File: src/rtl/fp_add_pipe.sv
// -----------------------------------------------------------------------------
// fp_add_pipe
//   Four-stage pipelined floating-point adder for IEEE-754-style words
//   {sign, exponent[EXP_W], fraction[MAN_W]}. Denormal inputs are read as
//   signed zero. Tiny results are flushed to zero. Rounding is to nearest,
//   ties to even.
//
//   Stages: S1 unpack / special detect / swap so |A| >= |B|
//           S2 align B with guard, round and sticky bits
//           S3 significand add or subtract
//           S4 normalize, round, pack (this is the output register)
//
//   Ports
//     clk        single clock, rising edge
//     reset_n    asynchronous active-low reset
//     in_valid   operand pair a/b presented
//     in_ready   pair accepted this cycle (global advance enable)
//     a, b       operands
//     out_valid  x/flags hold a result
//     out_ready  consumer takes the result this cycle
//     x          a + b
//     flags      {invalid, overflow, underflow, inexact}
// -----------------------------------------------------------------------------
module fp_add_pipe #(
   parameter int EXP_W = 8,
   parameter int MAN_W = 23
) (
   input  logic                 clk,
   input  logic                 reset_n,
   input  logic                 in_valid,
   output logic                 in_ready,
   input  logic [EXP_W+MAN_W:0] a,
   input  logic [EXP_W+MAN_W:0] b,
   output logic                 out_valid,
   input  logic                 out_ready,
   output logic [EXP_W+MAN_W:0] x,
   output logic [3:0]           flags
);

   localparam int W    = 1 + EXP_W + MAN_W;
   localparam int SW   = MAN_W + 4;          // hidden bit + fraction + G/R/S
   localparam int LZ_W = $clog2(SW + 1);
   localparam int EE_W = EXP_W + 2;          // room for exponent carry and borrow

   localparam logic [EXP_W-1:0] EXP_ONES = '1;

   typedef enum logic [1:0] {
      SP_NONE = 2'd0,
      SP_INF  = 2'd1,
      SP_NAN  = 2'd2
   } special_e;

   // ---------------------------------------------------------------------------
   // Global advance enable: every stage moves together or holds together.
   // ---------------------------------------------------------------------------
   logic en;
   logic out_valid_q;

   assign en       = !out_valid_q || out_ready;
   assign in_ready = en;

   // ---------------------------------------------------------------------------
   // S1: unpack, special detection, magnitude swap
   // ---------------------------------------------------------------------------
   logic                   a_sgn, b_sgn;
   logic [EXP_W-1:0]       a_exp, b_exp;
   logic [MAN_W-1:0]       a_frc, b_frc;
   logic                   a_zero, b_zero, a_inf, b_inf, a_nan, b_nan;
   logic [EXP_W+MAN_W-1:0] a_mag, b_mag;
   logic [MAN_W:0]         a_man, b_man;
   logic                   swap;

   special_e               s1_sp_d;
   logic                   s1_sp_sign_d, s1_sign_d, s1_sub_d;
   logic [EXP_W-1:0]       s1_exp_d, s1_diff_d;
   logic [MAN_W:0]         s1_ma_d, s1_mb_d;

   always_comb begin : s1_unpack
      a_sgn = a[W-1];
      a_exp = a[W-2:MAN_W];
      a_frc = a[MAN_W-1:0];
      b_sgn = b[W-1];
      b_exp = b[W-2:MAN_W];
      b_frc = b[MAN_W-1:0];

      a_zero = (a_exp == '0);
      b_zero = (b_exp == '0);
      a_inf  = (a_exp == EXP_ONES) && (a_frc == '0);
      b_inf  = (b_exp == EXP_ONES) && (b_frc == '0);
      a_nan  = (a_exp == EXP_ONES) && (a_frc != '0);
      b_nan  = (b_exp == EXP_ONES) && (b_frc != '0);

      s1_sp_d      = SP_NONE;
      s1_sp_sign_d = 1'b0;
      if (a_nan || b_nan || (a_inf && b_inf && (a_sgn != b_sgn))) begin
         s1_sp_d = SP_NAN;
      end else if (a_inf || b_inf) begin
         s1_sp_d      = SP_INF;
         s1_sp_sign_d = a_inf ? a_sgn : b_sgn;
      end

      // Denormals are flushed, so a zero exponent means a zero magnitude.
      a_mag = a_zero ? '0 : {a_exp, a_frc};
      b_mag = b_zero ? '0 : {b_exp, b_frc};
      a_man = a_zero ? '0 : {1'b1, a_frc};
      b_man = b_zero ? '0 : {1'b1, b_frc};
      swap  = (b_mag > a_mag);

      if (swap) begin
         s1_sign_d = b_sgn;
         s1_exp_d  = b_exp;
         s1_ma_d   = b_man;
         s1_mb_d   = a_man;
         s1_diff_d = b_exp - a_exp;
      end else begin
         s1_sign_d = a_sgn;
         s1_exp_d  = a_exp;
         s1_ma_d   = a_man;
         s1_mb_d   = b_man;
         s1_diff_d = a_exp - b_exp;
      end
      s1_sub_d = a_sgn ^ b_sgn;
   end

   logic             s1_valid_q;
   special_e         s1_sp_q;
   logic             s1_sp_sign_q, s1_sign_q, s1_sub_q;
   logic [EXP_W-1:0] s1_exp_q, s1_diff_q;
   logic [MAN_W:0]   s1_ma_q, s1_mb_q;

   always_ff @(posedge clk or negedge reset_n) begin
      if (!reset_n) begin
         s1_valid_q   <= 1'b0;
         s1_sp_q      <= SP_NONE;
         s1_sp_sign_q <= 1'b0;
         s1_sign_q    <= 1'b0;
         s1_sub_q     <= 1'b0;
         s1_exp_q     <= '0;
         s1_diff_q    <= '0;
         s1_ma_q      <= '0;
         s1_mb_q      <= '0;
      end else if (en) begin
         s1_valid_q   <= in_valid;
         s1_sp_q      <= s1_sp_d;
         s1_sp_sign_q <= s1_sp_sign_d;
         s1_sign_q    <= s1_sign_d;
         s1_sub_q     <= s1_sub_d;
         s1_exp_q     <= s1_exp_d;
         s1_diff_q    <= s1_diff_d;
         s1_ma_q      <= s1_ma_d;
         s1_mb_q      <= s1_mb_d;
      end
   end

   // ---------------------------------------------------------------------------
   // S2: align the smaller significand. Bits shifted past the sticky position
   // are OR-ed into it; very large shifts leave only the sticky bit.
   // ---------------------------------------------------------------------------
   logic [2*SW-1:0] align_wide;
   logic [SW-1:0]   s2_ma_d, s2_mb_d;

   always_comb begin : s2_align
      align_wide = {s1_mb_q, 3'b000, SW'(0)} >> s1_diff_q;
      if (32'(s1_diff_q) >= 32'(MAN_W + 3)) begin
         s2_mb_d = {{(SW-1){1'b0}}, |s1_mb_q};
      end else begin
         s2_mb_d = {align_wide[2*SW-1:SW+1], align_wide[SW] | (|align_wide[SW-1:0])};
      end
      s2_ma_d = {s1_ma_q, 3'b000};
   end

   logic             s2_valid_q;
   special_e         s2_sp_q;
   logic             s2_sp_sign_q, s2_sign_q, s2_sub_q;
   logic [EXP_W-1:0] s2_exp_q;
   logic [SW-1:0]    s2_ma_q, s2_mb_q;

   always_ff @(posedge clk or negedge reset_n) begin
      if (!reset_n) begin
         s2_valid_q   <= 1'b0;
         s2_sp_q      <= SP_NONE;
         s2_sp_sign_q <= 1'b0;
         s2_sign_q    <= 1'b0;
         s2_sub_q     <= 1'b0;
         s2_exp_q     <= '0;
         s2_ma_q      <= '0;
         s2_mb_q      <= '0;
      end else if (en) begin
         s2_valid_q   <= s1_valid_q;
         s2_sp_q      <= s1_sp_q;
         s2_sp_sign_q <= s1_sp_sign_q;
         s2_sign_q    <= s1_sign_q;
         s2_sub_q     <= s1_sub_q;
         s2_exp_q     <= s1_exp_q;
         s2_ma_q      <= s2_ma_d;
         s2_mb_q      <= s2_mb_d;
      end
   end

   // ---------------------------------------------------------------------------
   // S3: add or subtract. |A| >= |B| after the swap, so the difference never
   // goes negative.
   // ---------------------------------------------------------------------------
   logic [SW:0] s3_sum_d;

   always_comb begin : s3_addsub
      if (s2_sub_q) begin
         s3_sum_d = {1'b0, s2_ma_q} - {1'b0, s2_mb_q};
      end else begin
         s3_sum_d = {1'b0, s2_ma_q} + {1'b0, s2_mb_q};
      end
   end

   logic             s3_valid_q;
   special_e         s3_sp_q;
   logic             s3_sp_sign_q, s3_sign_q, s3_sub_q;
   logic [EXP_W-1:0] s3_exp_q;
   logic [SW:0]      s3_sum_q;

   always_ff @(posedge clk or negedge reset_n) begin
      if (!reset_n) begin
         s3_valid_q   <= 1'b0;
         s3_sp_q      <= SP_NONE;
         s3_sp_sign_q <= 1'b0;
         s3_sign_q    <= 1'b0;
         s3_sub_q     <= 1'b0;
         s3_exp_q     <= '0;
         s3_sum_q     <= '0;
      end else if (en) begin
         s3_valid_q   <= s2_valid_q;
         s3_sp_q      <= s2_sp_q;
         s3_sp_sign_q <= s2_sp_sign_q;
         s3_sign_q    <= s2_sign_q;
         s3_sub_q     <= s2_sub_q;
         s3_exp_q     <= s2_exp_q;
         s3_sum_q     <= s3_sum_d;
      end
   end

   // ---------------------------------------------------------------------------
   // S4: normalize, round to nearest even, pack
   // ---------------------------------------------------------------------------
   function automatic logic [LZ_W-1:0] lzc(input logic [SW-1:0] v);
      logic [LZ_W-1:0] n;
      logic            found;
      n     = LZ_W'(SW);
      found = 1'b0;
      for (int unsigned i = 0; i < SW; i++) begin
         if (!found && v[SW-1-i]) begin
            found = 1'b1;
            n     = LZ_W'(i);
         end
      end
      return n;
   endfunction

   logic [LZ_W-1:0]  lz;
   logic [SW-1:0]    norm;
   logic [EE_W-1:0]  e_norm, e_rnd;
   logic             rnd_g, rnd_r, rnd_s, rnd_up, inexact;
   logic [MAN_W+1:0] man_rnd;
   logic [MAN_W-1:0] frc_rnd;
   logic [W-1:0]     x_d;
   logic [3:0]       flags_d;

   always_comb begin : s4_norm_round
      lz = lzc(s3_sum_q[SW-1:0]);
      if (s3_sum_q[SW]) begin
         // Carry out of the add: shift right once, keep the lost bit in sticky.
         norm   = {s3_sum_q[SW:2], s3_sum_q[1] | s3_sum_q[0]};
         e_norm = EE_W'(s3_exp_q) + EE_W'(1);
      end else begin
         norm   = s3_sum_q[SW-1:0] << lz;
         e_norm = EE_W'(s3_exp_q) - EE_W'(lz);
      end

      rnd_g   = norm[2];
      rnd_r   = norm[1];
      rnd_s   = norm[0];
      rnd_up  = rnd_g && (rnd_r || rnd_s || norm[3]);
      inexact = rnd_g || rnd_r || rnd_s;
      man_rnd = {1'b0, norm[SW-1:3]} + (MAN_W+2)'(rnd_up);
      // Rounding carry (significand 10.00..0) bumps the exponent; fraction is 0.
      e_rnd   = e_norm + EE_W'(man_rnd[MAN_W+1]);
      frc_rnd = man_rnd[MAN_W+1] ? man_rnd[MAN_W:1] : man_rnd[MAN_W-1:0];

      x_d     = '0;
      flags_d = '0;
      if (s3_sp_q == SP_NAN) begin
         x_d     = {1'b0, EXP_ONES, 1'b1, {(MAN_W-1){1'b0}}};
         flags_d = 4'b1000;
      end else if (s3_sp_q == SP_INF) begin
         x_d = {s3_sp_sign_q, EXP_ONES, {MAN_W{1'b0}}};
      end else if (s3_sum_q == '0) begin
         // Exact zero: -0 only survives when both operands were -0.
         x_d = {!s3_sub_q && s3_sign_q, {(W-1){1'b0}}};
      end else if (e_norm[EE_W-1] || (e_norm == '0)) begin
         x_d     = {s3_sign_q, {(W-1){1'b0}}};
         flags_d = 4'b0011;
      end else if (e_rnd >= EE_W'(EXP_ONES)) begin
         x_d     = {s3_sign_q, EXP_ONES, {MAN_W{1'b0}}};
         flags_d = 4'b0101;
      end else begin
         x_d     = {s3_sign_q, e_rnd[EXP_W-1:0], frc_rnd};
         flags_d = {3'b000, inexact};
      end
   end

   logic [W-1:0] x_q;
   logic [3:0]   flags_q;

   always_ff @(posedge clk or negedge reset_n) begin
      if (!reset_n) begin
         out_valid_q <= 1'b0;
         x_q         <= '0;
         flags_q     <= '0;
      end else if (en) begin
         out_valid_q <= s3_valid_q;
         x_q         <= x_d;
         flags_q     <= flags_d;
      end
   end

   assign out_valid = out_valid_q;
   assign x         = x_q;
   assign flags     = flags_q;

endmodule
File: config.mk
export PLATFORM = sky130hd
export DESIGN_NAME = fp_add_pipe
export DESIGN_NICKNAME = d
export VERILOG_FILES = /design/src/rtl/fp_add_pipe.sv
export SDC_FILE = /design/constraint.sdc
export NUM_CORES = 1
export LEC_CHECK = 0
export ABC_AREA = 1
export BUFFER_PORTS_ARGS = -buffer_cell sky130_fd_sc_hd__buf_2
export CAP_MARGIN = 10
export CORE_ASPECT_RATIO = 1.4
export CORE_MARGIN = 5
export CORE_UTILIZATION = 34
export DETAILED_ROUTE_END_ITERATION = 12
export GPL_TIMING_DRIVEN = 0
export PLACE_DENSITY = 0.52
export SYNTH_ARGS = -nofsm -noshare
export SYNTH_HDL_FRONTEND = slang
export SYNTH_SLANG_ARGS = --single-unit
File: constraint.sdc
create_clock -name clk -period 9.7 [get_ports clk]
set_input_delay 0.485 -clock clk [delete_from_list [all_inputs] [get_ports clk]]
set_output_delay 0.485 -clock clk [all_outputs]
set_load 0.01 [all_outputs]
After elaboration in Yosys (flattened, before gate mapping)
Index checks and enable logic that the tools add are counted.

storage, ports and cells
  register bits after elaboration = 214
  bits in latches = 0
  RAM bits = 0
  ROM bits = 0
  input bits = 68
  output and inout bits = 38
  word-level logic and storage cells = 211
  memories kept = 0

cells by class
  $add $sub $neg = 8
  multiply operators = 0
  div/mod/pow operators = 0
  magnitude comparators = 3
  eq/ne operators = 5
  shifts and indexed selects = 2
  multiplexer cells = 82
  bitwise logic cells = 3
  reduce and logical (&&, ||, !) cells = 81

operators with widths
  cell                                            count
  5-bit two-way mux                               27
  31-bit two-way mux                              4
  24-bit two-way mux                              4
  32-bit two-way mux                              3
  27-bit two-way mux                              2
  54-bit by 8-bit right shift with 54-bit output  1
  23-bit zero test                                2
  23-bit nonzero test                             2
  1-bit logical AND                               34
  31-bit greater-than comparator                  1
  1-bit two-way mux                               31
  27-bit by 27-bit adder with 28-bit output       1
  1-bit zero test                                 28
  28-bit zero test                                1
  28-bit two-way mux                              1
  27-bit by 27-bit subtractor with 28-bit output  1
  27-bit OR reduction                             1
  27-bit by 5-bit << shifter with 27-bit output   1
  24-bit by 1-bit adder with 25-bit output        1
  24-bit OR reduction                             1
  23-bit two-way mux                              1
  8-bit == test, second input constant            2
  8-bit zero test                                 2
  8-bit two-way mux                               2
  other kinds (17)                                30

Longest topological paths before layout
Gate-level depths: netlist of run 1.

  word-level depth = 92
  gate-level depth with buffers = 42
  mapped depth without buffers = 41

Worst setup path before layout of run 1
Ideal clock, no wire load.

  path type = reg2reg
  start = register s3_sum_q[24]
  end = register x_q[18], in the netlist x[18]
  library setup time = 0.066 ns
  data arrival time = 5.141 ns
  data required time = 9.634 ns
  slack = 4.493 ns
  stages on the path, launching flop included = 43
  buffers on the path = 2
  period minus slack after synthesis = 5.207 ns
  path through = dfrtp_1 nor2_4 nand3_2 nor2_8 nand2_4 inv_4 nand2_2 nand2_1 inv_1 nand2_2 nand2_2 nor2_8 inv_4 buf_6 buf_6 nand3_2 nand4_2 o22ai_1 [7 not listed] nand3_1 nor3_1 ha_1 ha_1 inv_1 nor3_1 nand2_1 nor2_1 nand2_1 nor2_1 a21oi_1 a21oi_1 nand2_1 nor2_1 nand2_1 inv_2 nand2_1 nand2_1

on the way
  longest elaborated chain between the ends = 87
  elaborated cells on any way between the ends = 117
  those cells by class = 3 x add/sub; 1 x order compare; 1 x shift; 57 x mux; 55 x reduce/logical

ends and longest elaborated chain
  what                                                           line  source
  start: declaration                                             218   logic [SW:0] s3_sum_q;
  start signal: assignment                                       236   s3_sum_q <= s3_sum_d;
  1-bit logical AND                                              249   if (!found && v[SW-1-i]) begin
  1-bit two-way mux                                              249
  1-bit zero test                                                249
  1-bit logical AND                                              249
  1-bit two-way mux                                              249
  1-bit zero test                                                249
  1-bit logical AND                                              249
  1-bit two-way mux                                              249
  [71 not listed]                                                --
  24-bit by 1-bit adder with 25-bit output                       282   man_rnd = {1'b0, norm[SW-1:3]} + (MAN_W+2)'(rnd_up);
  10-bit by 1-bit adder with 10-bit output                       284   e_rnd = e_norm + EE_W'(man_rnd[MAN_W+1]);
  10-bit by 8-bit greater-or-equal comparator with 1-bit output  300   end else if (e_rnd >= EE_W'(EXP_ONES)) begin
  31-bit two-way mux                                             300
  31-bit two-way mux                                             297   end else if (e_norm[EE_W-1] || (e_norm == '0)) begin
  32-bit two-way mux (*)                                         294   end else if (s3_sum_q == '0) begin
  32-bit two-way mux (*)                                         292   end else if (s3_sp_q == SP_INF) begin
  32-bit two-way mux (*)                                         289   if (s3_sp_q == SP_NAN) begin
  end signal: assignment                                         315   x_q <= '0;
  end signal: assignment                                         319   x_q <= x_d;
  end: declaration                                               309   logic [W-1:0] x_q;

Every way passes the cells marked *; elsewhere a longest branch is shown, timed or not.
A chain may end at the register's enable or synchronous reset.

Worst setup path after layout of run 1
  start = register s3_sum_q[21]
  end = register x_q[19], in the netlist x[19]

on the way
  longest elaborated chain between the ends = 78
  elaborated cells on any way between the ends = 105
  those cells by class = 3 x add/sub; 1 x order compare; 1 x shift; 51 x mux; 49 x reduce/logical

ends and longest elaborated chain
  what                                                           line
  1-bit logical AND                                              249
  1-bit two-way mux                                              249
  1-bit zero test                                                249
  1-bit logical AND                                              249
  1-bit two-way mux                                              249
  1-bit zero test                                                249
  1-bit logical AND                                              249
  1-bit two-way mux                                              249
  [62 not listed]                                                --
  24-bit by 1-bit adder with 25-bit output                       282
  10-bit by 1-bit adder with 10-bit output                       284
  10-bit by 8-bit greater-or-equal comparator with 1-bit output  300
  31-bit two-way mux                                             300
  31-bit two-way mux                                             297
  32-bit two-way mux (*)                                         294
  32-bit two-way mux (*)                                         292
  32-bit two-way mux (*)                                         289

Marks and branches as above.

==> results of run 1 <==
==> metal layers <==
metal / GRT usage (%) / vias up
met4: 17.6 / 0
met5: 0 / -
met1: 24.2 / 8645
met3: 2.11 / 235
met2: 47.0 / 556
li1: - / 9059
==> cells by family (layout without fill, tap and decap cells) <==
logic type / Yosys count / after routing / share of synthesized area (%)
compound gates: 544 / 544 / 17.0
xor+xnor: 51 / 51 / 2.52
fa+ha+maj: 107 / 107 / 7.73
buf+inv: 433 / 585 / 9.71
flops: 214 / 214 / 30.3
mux: 19 / 19 / 1.07
simple gates: 1270 / 1270 / 31.7
==> worst paths after layout <==
path	start	to	slack (ns)	cells past startpoint
max in group asynchronous	reset_n	s1_sp_q[1]	8.62	2
hold reg to reg	s3_valid_q	out_valid	0.45	2
hold / removal	reset_n	x[13]	-0.01	1
min in group clk	in_valid	s1_valid_q	0.12	3
setup / recovery	s3_sum_q[21]	x[19]	2.76	35
setup reg to reg	s3_sum_q[21]	x[19]	2.76	35
==> power by group <==
group,switching (mW),internal [mW]
combinational,3.45,1.48
clock,0.393,0.596
sequential,0.346,1.26
total,4.19,3.33
==> synthesized netlist by cell type (all sizes together), types with 2 or more instances <==
cell / instances / share of area (%)
nand2: 684 / 15
o21ai: 296 / 8.4
inv: 290 / 6.2
nand3: 255 / 7.6
dfrtp: 214 / 30
nor2: 211 / 5.1
a21oi: 134 / 3.8
clkbuf: 106 / 2.2
ha: 103 / 7.3
nor3: 54 / 1.6
xor2: 36 / 1.8
nand4: 34 / 1.3
buf: 33 / 1.2
o22ai: 25 / 0.88
nor4: 21 / 0.74
mux2i: 19 / 1.1
o31ai: 15 / 0.64
xnor2: 15 / 0.74
o221ai: 14 / 0.69
a31oi: 12 / 0.42
o21a: 11 / 0.47
a21boi: 6 / 0.25
o211ai: 5 / 0.21
a211oi: 4 / 0.20
clkinv: 4 / 0.085
fa: 4 / 0.45
nand3b: 4 / 0.17
o21bai: 4 / 0.17
a21o: 3 / 0.13
a22oi: 3 / 0.13
o41ai: 3 / 0.15
or2: 3 / 0.11
a22o: 2 / 0.099
o32ai: 2 / 0.099
==> state kept, by name, summed over array words and instances (netlist names), 2 cells and up <==
| register | flops |
|---|---|
| s3_sum_q | 28 |
| s1_sp_q | 2 |
| s1_exp_q | 8 |
| s2_ma_q | 24 |
| s2_mb_q | 27 |
| s3_sp_q | 2 |
| x | 32 |
| s3_exp_q | 8 |
| s2_sp_q | 2 |
| s1_diff_q | 8 |
| s1_ma_q | 24 |
| s2_exp_q | 8 |
| s1_mb_q | 24 |
| flags | 4 |
==> worst register-to-register path, delay by kind of cell, from the launching register on <==
kind / cells / cell delay, ns
AOI/OAI and AO/OA: 5 / 1.23
and+or+nand+nor: 22 / 3.96
buffers and inverters: 5 / 0.67
DFF: 1 / 0.46
adders and majority gates: 3 / 0.52
==> final cells by class <==
type                    instances  area, sq um  area share (%)
clock buffers                  31          667            3.34
plain buffers                 139          609            3.05
multi-input cells            1991        10600            53.2
inverters                     294         1110            5.56
flip-flops and latches        214         5360            26.8
well taps                     656          821            4.11
repair buffers                108          576            2.88
clock inverters                13          193           0.966
==> stage by stage <==
stage	power [mW]	setup slack, ns	cells	area (sq um)
2_1_floorplan	4.82	4.49	2638	17700
3_3_place_gp	6.48	2.83	3399	19000
3_5_place_dp	6.51	2.80	3402	19100
4_1_cts	7.53	2.77	3446	20000
5_1_grt	8.20	2.02	3446	20000
6_report	7.52	2.76	3446	20000
==> results.py, run 1 <==
metrics = {
    "synth": {
        "avgSynthCellArea_sq_um": 6.71,
        "synth_area_sq_mm": 0.0177,
        "ys_warn_count": 0,
        "yosysSeqAreaShare_pct": 30.3,
        "async_flop_share_pct": 100,
        "synth_cell_types": 62,
        "synth_edf_count": 0,
        "ys.flop_type": "dfrtp_1",
        "synth_seq_cells": 214,
        "synth_fp_nets": 2813,
        "syn-instance-count": 2638,
    },
    "timing": {
        "finalHoldWorstSlack_ns": -0.0128,
        "period_minus_slack_ns": 6.94,
        "max_freq_ghz": 0.144,
        "finalSetupTns_ns": 0,
        "slew_headroom_pct": 28.7,
        "maxSlewViolCount": 0,
        "rsz0062_at_grt": "no",
        "tightest_slew_ns": 1.06,
        "hold_viol_final": 34,
        "fin_crit_sh_pct": 71.5,
        "skew_ns": 0.0235,
        "setup_violations": 0,
    },
    "finish": {
        "drive_above_1_share_pct": 8.49,
        "post-route-util_pct": 38.4,
        "final_nets": 2947,
        "n_fill_cell": 5620,
        "diodes": 0,
        "final_common_cell": "nand2_1",
        "area_delta_synth_final_pct": 12.7,
        "final_cell_mix": "nand2_1, o21ai_0, inv_1",
    },
    "run_status": {
        "violations": "hold timing",
        "status": "finished, violations left",
    },
    "drt": {
        "wl_per_cell_microns": 20.4,
        "vias": 18495,
        "viasPerCell": 5.37,
        "wl_met1_microns": 24900,
        "routed.top_layer": "met4",
        "postRouteAntennaNets": 0,
        "wl_microns": 70400,
        "met2WireLength_microns": 37200,
        "drt-pass1-iter-count": 5,
        "route.met3.wl_microns": 2310,
        "drc": 0,
        "drt_iter0_drc": 974,
    },
    "floorplan": {
        "start_util_pct": 34.1,
        "die_h_microns": 280,
        "row_count": 99,
        "core_sq_mm": 0.0519,
        "die_x_microns": 203,
        "ios": 106,
        "die-area_sq_mm": 0.0568,
    },
    "cts": {
        "clk_pin_slew_ns": 0.06,
        "cts.sinks": 214,
        "cts_buffers": 24,
        "cts_setup_buffers": 0,
        "clock_latency_ns": 0.55,
        "cts.htree.levels": 1,
        "ctsResizeCount": 0,
        "cts_tree": "done",
        "clk_path_buf_depth": 3,
        "root_buffer": "clkbuf_16",
        "hold_buffers": 0,
    },
    "pwr": {
        "power_density_mw_per_mm2": 377,
        "power.leakage_nw": 9.76,
        "vdd_drop_max_v": 0.000118,
    },
    "global_route": {
        "grt_pass1_vias": 19017,
        "grt_pass1_wl_microns": 109000,
        "track_usage_pct": 24.4,
        "overflow": 0,
        "grt_antenna_before_repair": 0,
        "grt_max_degree": 118,
    },
    "placement": {
        "gp_congestion": 0.992,
        "port_buffers": 105,
        "dp_hpwl_microns": 58400,
    },
    "worst_hold_path": {
        "hp-class": "input pin to asynchronous set/reset pin",
    },
    "worst_setup_path": {
        "cp_slowest_cell": "dfrtp_1",
        "cpLargestDelayFamily": "simple AND/OR/NAND/NOR gates",
        "crit_required_ns": 10.17,
        "path_common_cell": "nand2_1",
        "cp-start-kind": "flip-flop",
        "slowest_delay_ns": 0.46,
        "crit_buf_inv": 5,
        "path_class": "flip-flop to flip-flop",
        "worstSetupEndpointType": "flip-flop",
        "worstPathArrival_ns": 7.40,
        "critical_path.max_fanout": 10,
    },
    "run": {
        "maxCapViolCount": 0,
    },
}
No activity file was read; power rests on OpenSTA's default activity.
==> run 2, diff against run 1 <==
ABC_AREA = 0   (was 1)
PLACE_DENSITY = 0.53   (was 0.52)
clock period = 5.7 ns   (was 9.7 ns; I/O delays follow)
==> run 2 against run 1 <==
The flow finishes with violations (setup timing). Cell area grew 6.9%. Clock power grew 63%. Combinational power grew 82%. Synthesized area shrank 0.45%. Synthesized cell count shrank 14%. Via count shrank 1.6%. Sequential share of layout area shrank 1.7 points. Final cell count shrank 8.4%. Critical path depth shrank 8. Worst setup slack lost 3.4 ns. Non-clock buffer count grew 101. Core utilization grew 3.2 points. Critical endpoint is now x[2].
==> results.py, run 2 <==
metrics = {
    "run_status": {
        "status": "finished, violations left",
        "violations": "setup timing",
    },
    "synth": {
        "synth_top_area_share_pct": 30.4,
        "synth_area_sq_mm": 0.0176,
        "synth.area.top_cells": "dfrtp_1, nand2_1, ha_1, o21ai_0, a21oi_1",
        "synth_edf_count": 0,
        "yosysSeqAreaShare_pct": 30.4,
        "ys.flop_type": "dfrtp_1",
        "ys_warn_count": 0,
        "syn-instance-count": 2265,
        "avgSynthCellArea_sq_um": 7.78,
        "synth_seq_cells": 214,
        "synth_most_common_cell": "nand2_1",
        "synth_common_cells": "nand2_1, dfrtp_1, nor2_1",
        "yosys.area.top_type": "dfrtp_1",
        "async_flop_share_pct": 100,
        "synth_fp_nets": 2440,
        "synth_cell_types": 98,
    },
    "timing": {
        "max_freq_ghz": 0.159,
        "tightest_slew_ns": 1.09,
        "rsz0062_at_grt": "yes",
        "setup_violations": 33,
        "slew_headroom_pct": 27.0,
        "fin_crit_sh_pct": 110,
        "skew_ns": 0.0249,
        "hold_viol_final": 0,
        "finalSetupTns_ns": -14.96,
        "maxSlewViolCount": 0,
        "fin_ws_ns": -0.594,
        "period_minus_slack_ns": 6.29,
    },
    "floorplan": {
        "die-area_sq_mm": 0.0565,
        "die_h_microns": 279,
        "core_sq_mm": 0.0513,
        "row_count": 98,
        "die_x_microns": 202,
        "start_util_pct": 34.4,
        "ios": 106,
    },
    "cts": {
        "cts.htree.levels": 1,
        "cts.sinks": 214,
        "clock_latency_ns": 0.56,
        "clk_path_buf_depth": 3,
        "cts_tree": "done",
        "cts_buffers": 25,
        "root_buffer": "clkbuf_16",
        "clk_pin_slew_ns": 0.06,
    },
    "global_route": {
        "track_usage_pct": 25.7,
        "overflow": 0,
        "grt_pass1_wl_microns": 113000,
        "grt_pass1_vias": 18590,
        "grt_max_degree": 111,
        "grt_antenna_before_repair": 0,
    },
    "pwr": {
        "power.leakage_nw": 9.31,
        "vdd_drop_max_v": 0.000238,
        "power.total_mw": 13.4,
        "power_density_mw_per_mm2": 627,
    },
    "drt": {
        "postRouteAntennaNets": 0,
        "wl_per_cell_microns": 23.9,
        "viasPerCell": 5.77,
        "drt-pass1-iter-count": 6,
        "drt_iter0_drc": 1210,
        "wl_microns": 75400,
        "drc": 0,
        "vias": 18198,
    },
    "worst_hold_path": {
        "min_from": "a[2]",
        "hp-class": "input pin to flip-flop",
    },
    "finish": {
        "finalInstanceArea_sq_mm": 0.0213,
        "final_nets": 2665,
        "final_common_cell": "nand2_1",
        "n_fill_cell": 5367,
        "largest_reg_flops": 32,
        "final_cell_mix": "nand2_1, dfrtp_1, nor2_1",
        "diodes": 0,
        "drive_above_1_share_pct": 16.7,
        "layout.cells.non_filler": 3156,
        "area_delta_synth_final_pct": 21.1,
    },
    "worst_setup_path": {
        "worstSetupEndpointType": "flip-flop",
        "cpLargestDelayFamily": "simple AND/OR/NAND/NOR gates",
        "crit_buf_inv": 5,
        "crit_start": "s3_sum_q[22]",
        "cp_slowest_cell": "or4_4",
        "worstPathArrival_ns": 6.74,
        "cp-start-kind": "flip-flop",
        "path_common_cell": "buf_4",
        "critical_path.max_fanout": 7,
        "rr_startpoint": "s3_sum_q[22]",
        "path_class": "flip-flop to flip-flop",
        "slowest_delay_ns": 0.56,
        "crit_required_ns": 6.14,
    },
    "placement": {
        "port_buffers": 105,
        "dp_cells": 3023,
        "dp_hpwl_microns": 59400,
        "postPlaceCellArea_sq_mm": 0.0191,
        "pre_cts_ws_ns": -1.93,
        "gp_congestion": 0.993,
    },
    "run": {
        "maxCapViolCount": 0,
    },
}
## run 2: cell count changes after synthesis, sizes merged, moves of 24 or more
cell / previous run / this run
o21ai: 296 / 196
a21o: 3 / 29
clkbuf: 106 / 130
nand2b: 0 / 27
nand3: 255 / 42
nor4: 21 / 47
and2: 1 / 36
mux2i: 19 / 60
nor2: 211 / 187
nor2b: 0 / 39
inv: 290 / 115
nand2: 684 / 389
xnor2: 15 / 39
## run 2: worst register-to-register path, cell delays in order, from the launching register on
cell and delay [ns]:
dfrtp_2 0.43, or4_4 0.56, nor4_4 0.40, inv_2 0.13, buf_4 0.16, a21oi_4 0.24, nor2_2 0.15, mux2_2 0.33
a21oi_1 0.27, o221ai_2 0.17, a2111oi_4 0.33, buf_4 0.19, or4b_4 0.47, or4_4 0.45, nor2_4 0.14, ha_4 0.17
ha_4 0.13, and2_4 0.17, nand2_4 0.06, xnor2_2 0.21, nand2_1 0.07, nor2_1 0.11, a31o_2 0.21, nor4_4 0.06
buf_6 0.18, buf_4 0.13, a32oi_2 0.20, nand2_1 0.08
## run 2: kinds of logic after synthesis
family,count (synthesis),synth area share (%)
compound gates,638,23.2
xor+xnor,59,2.93
fa+ha+maj,107,7.77
buf+inv,267,5.88
flops,214,30.4
mux,83,5.80
simple gates,897,24.0
## run 2: routing by layer
metal,track usage [%],vias up,share of wire (%)
li1,-,8569,-
met5,0,-,0
met1,26.5,8821,36
met2,49.5,580,53
met3,2.25,228,3.6
met4,16.0,0,7.1
## run 2: power by group
| group | switching, mW | internal, mW |
|---|---|---|
| Sequential | 0.677 | 2.12 |
| Combinational | 5.51 | 3.46 |
| Clock | 0.689 | 0.922 |
| Total | 6.87 | 6.50 |
## run 2: path summary, 6_finish.rpt
path / end / slack (ns) / cells past startpoint
setup / recovery: x[2] / -0.59 / 27
hold / removal: s1_mb_q[2] / 0.07 / 3
setup reg to reg: x[2] / -0.59 / 27
hold reg to reg: s3_valid_q / 0.46 / 2
max in group asynchronous: x[15] / 4.32 / 4
min in group asynchronous: s2_ma_q[16] / 0.11 / 2
## run 2: stage by stage
stage | util [%] | hold WS, ns
after global routing | 41.6 | 0.0854
after detailed placement | 37.3 | 0.0980
after floorplan | - | -0.0106
after global placement | 37.2 | 0.446
after CTS | 40.6 | 0.0356
final | 41.6 | 0.0695
## run 2: area by class of cell
| class | instances | area (sq um) | area share, % |
|---|---|---|---|
| inverter | 116 | 438 | 2.05 |
| tap | 650 | 813 | 3.81 |
| multi-input combinational | 1785 | 11900 | 55.7 |
| clock buffer | 32 | 662 | 3.10 |
| buffer | 138 | 621 | 2.91 |
| timing repair buffer | 210 | 1410 | 6.59 |
| clock inverter | 11 | 141 | 0.663 |
| sequential | 214 | 5370 | 25.2 |
## run 2: repair_timing
| item | CTS | global route |
|---|---|---|
| endpoints found under the hold margin | 121 | 0 |
| gates resized for setup | 113 | 51 |
| cloned | 2 | 1 |
| pin swaps | 38 | 30 |
| buffers inserted | 52 | 47 |
| hold buffers | 2 | 0 |
| setup endpoints to repair | 36 | 43 |
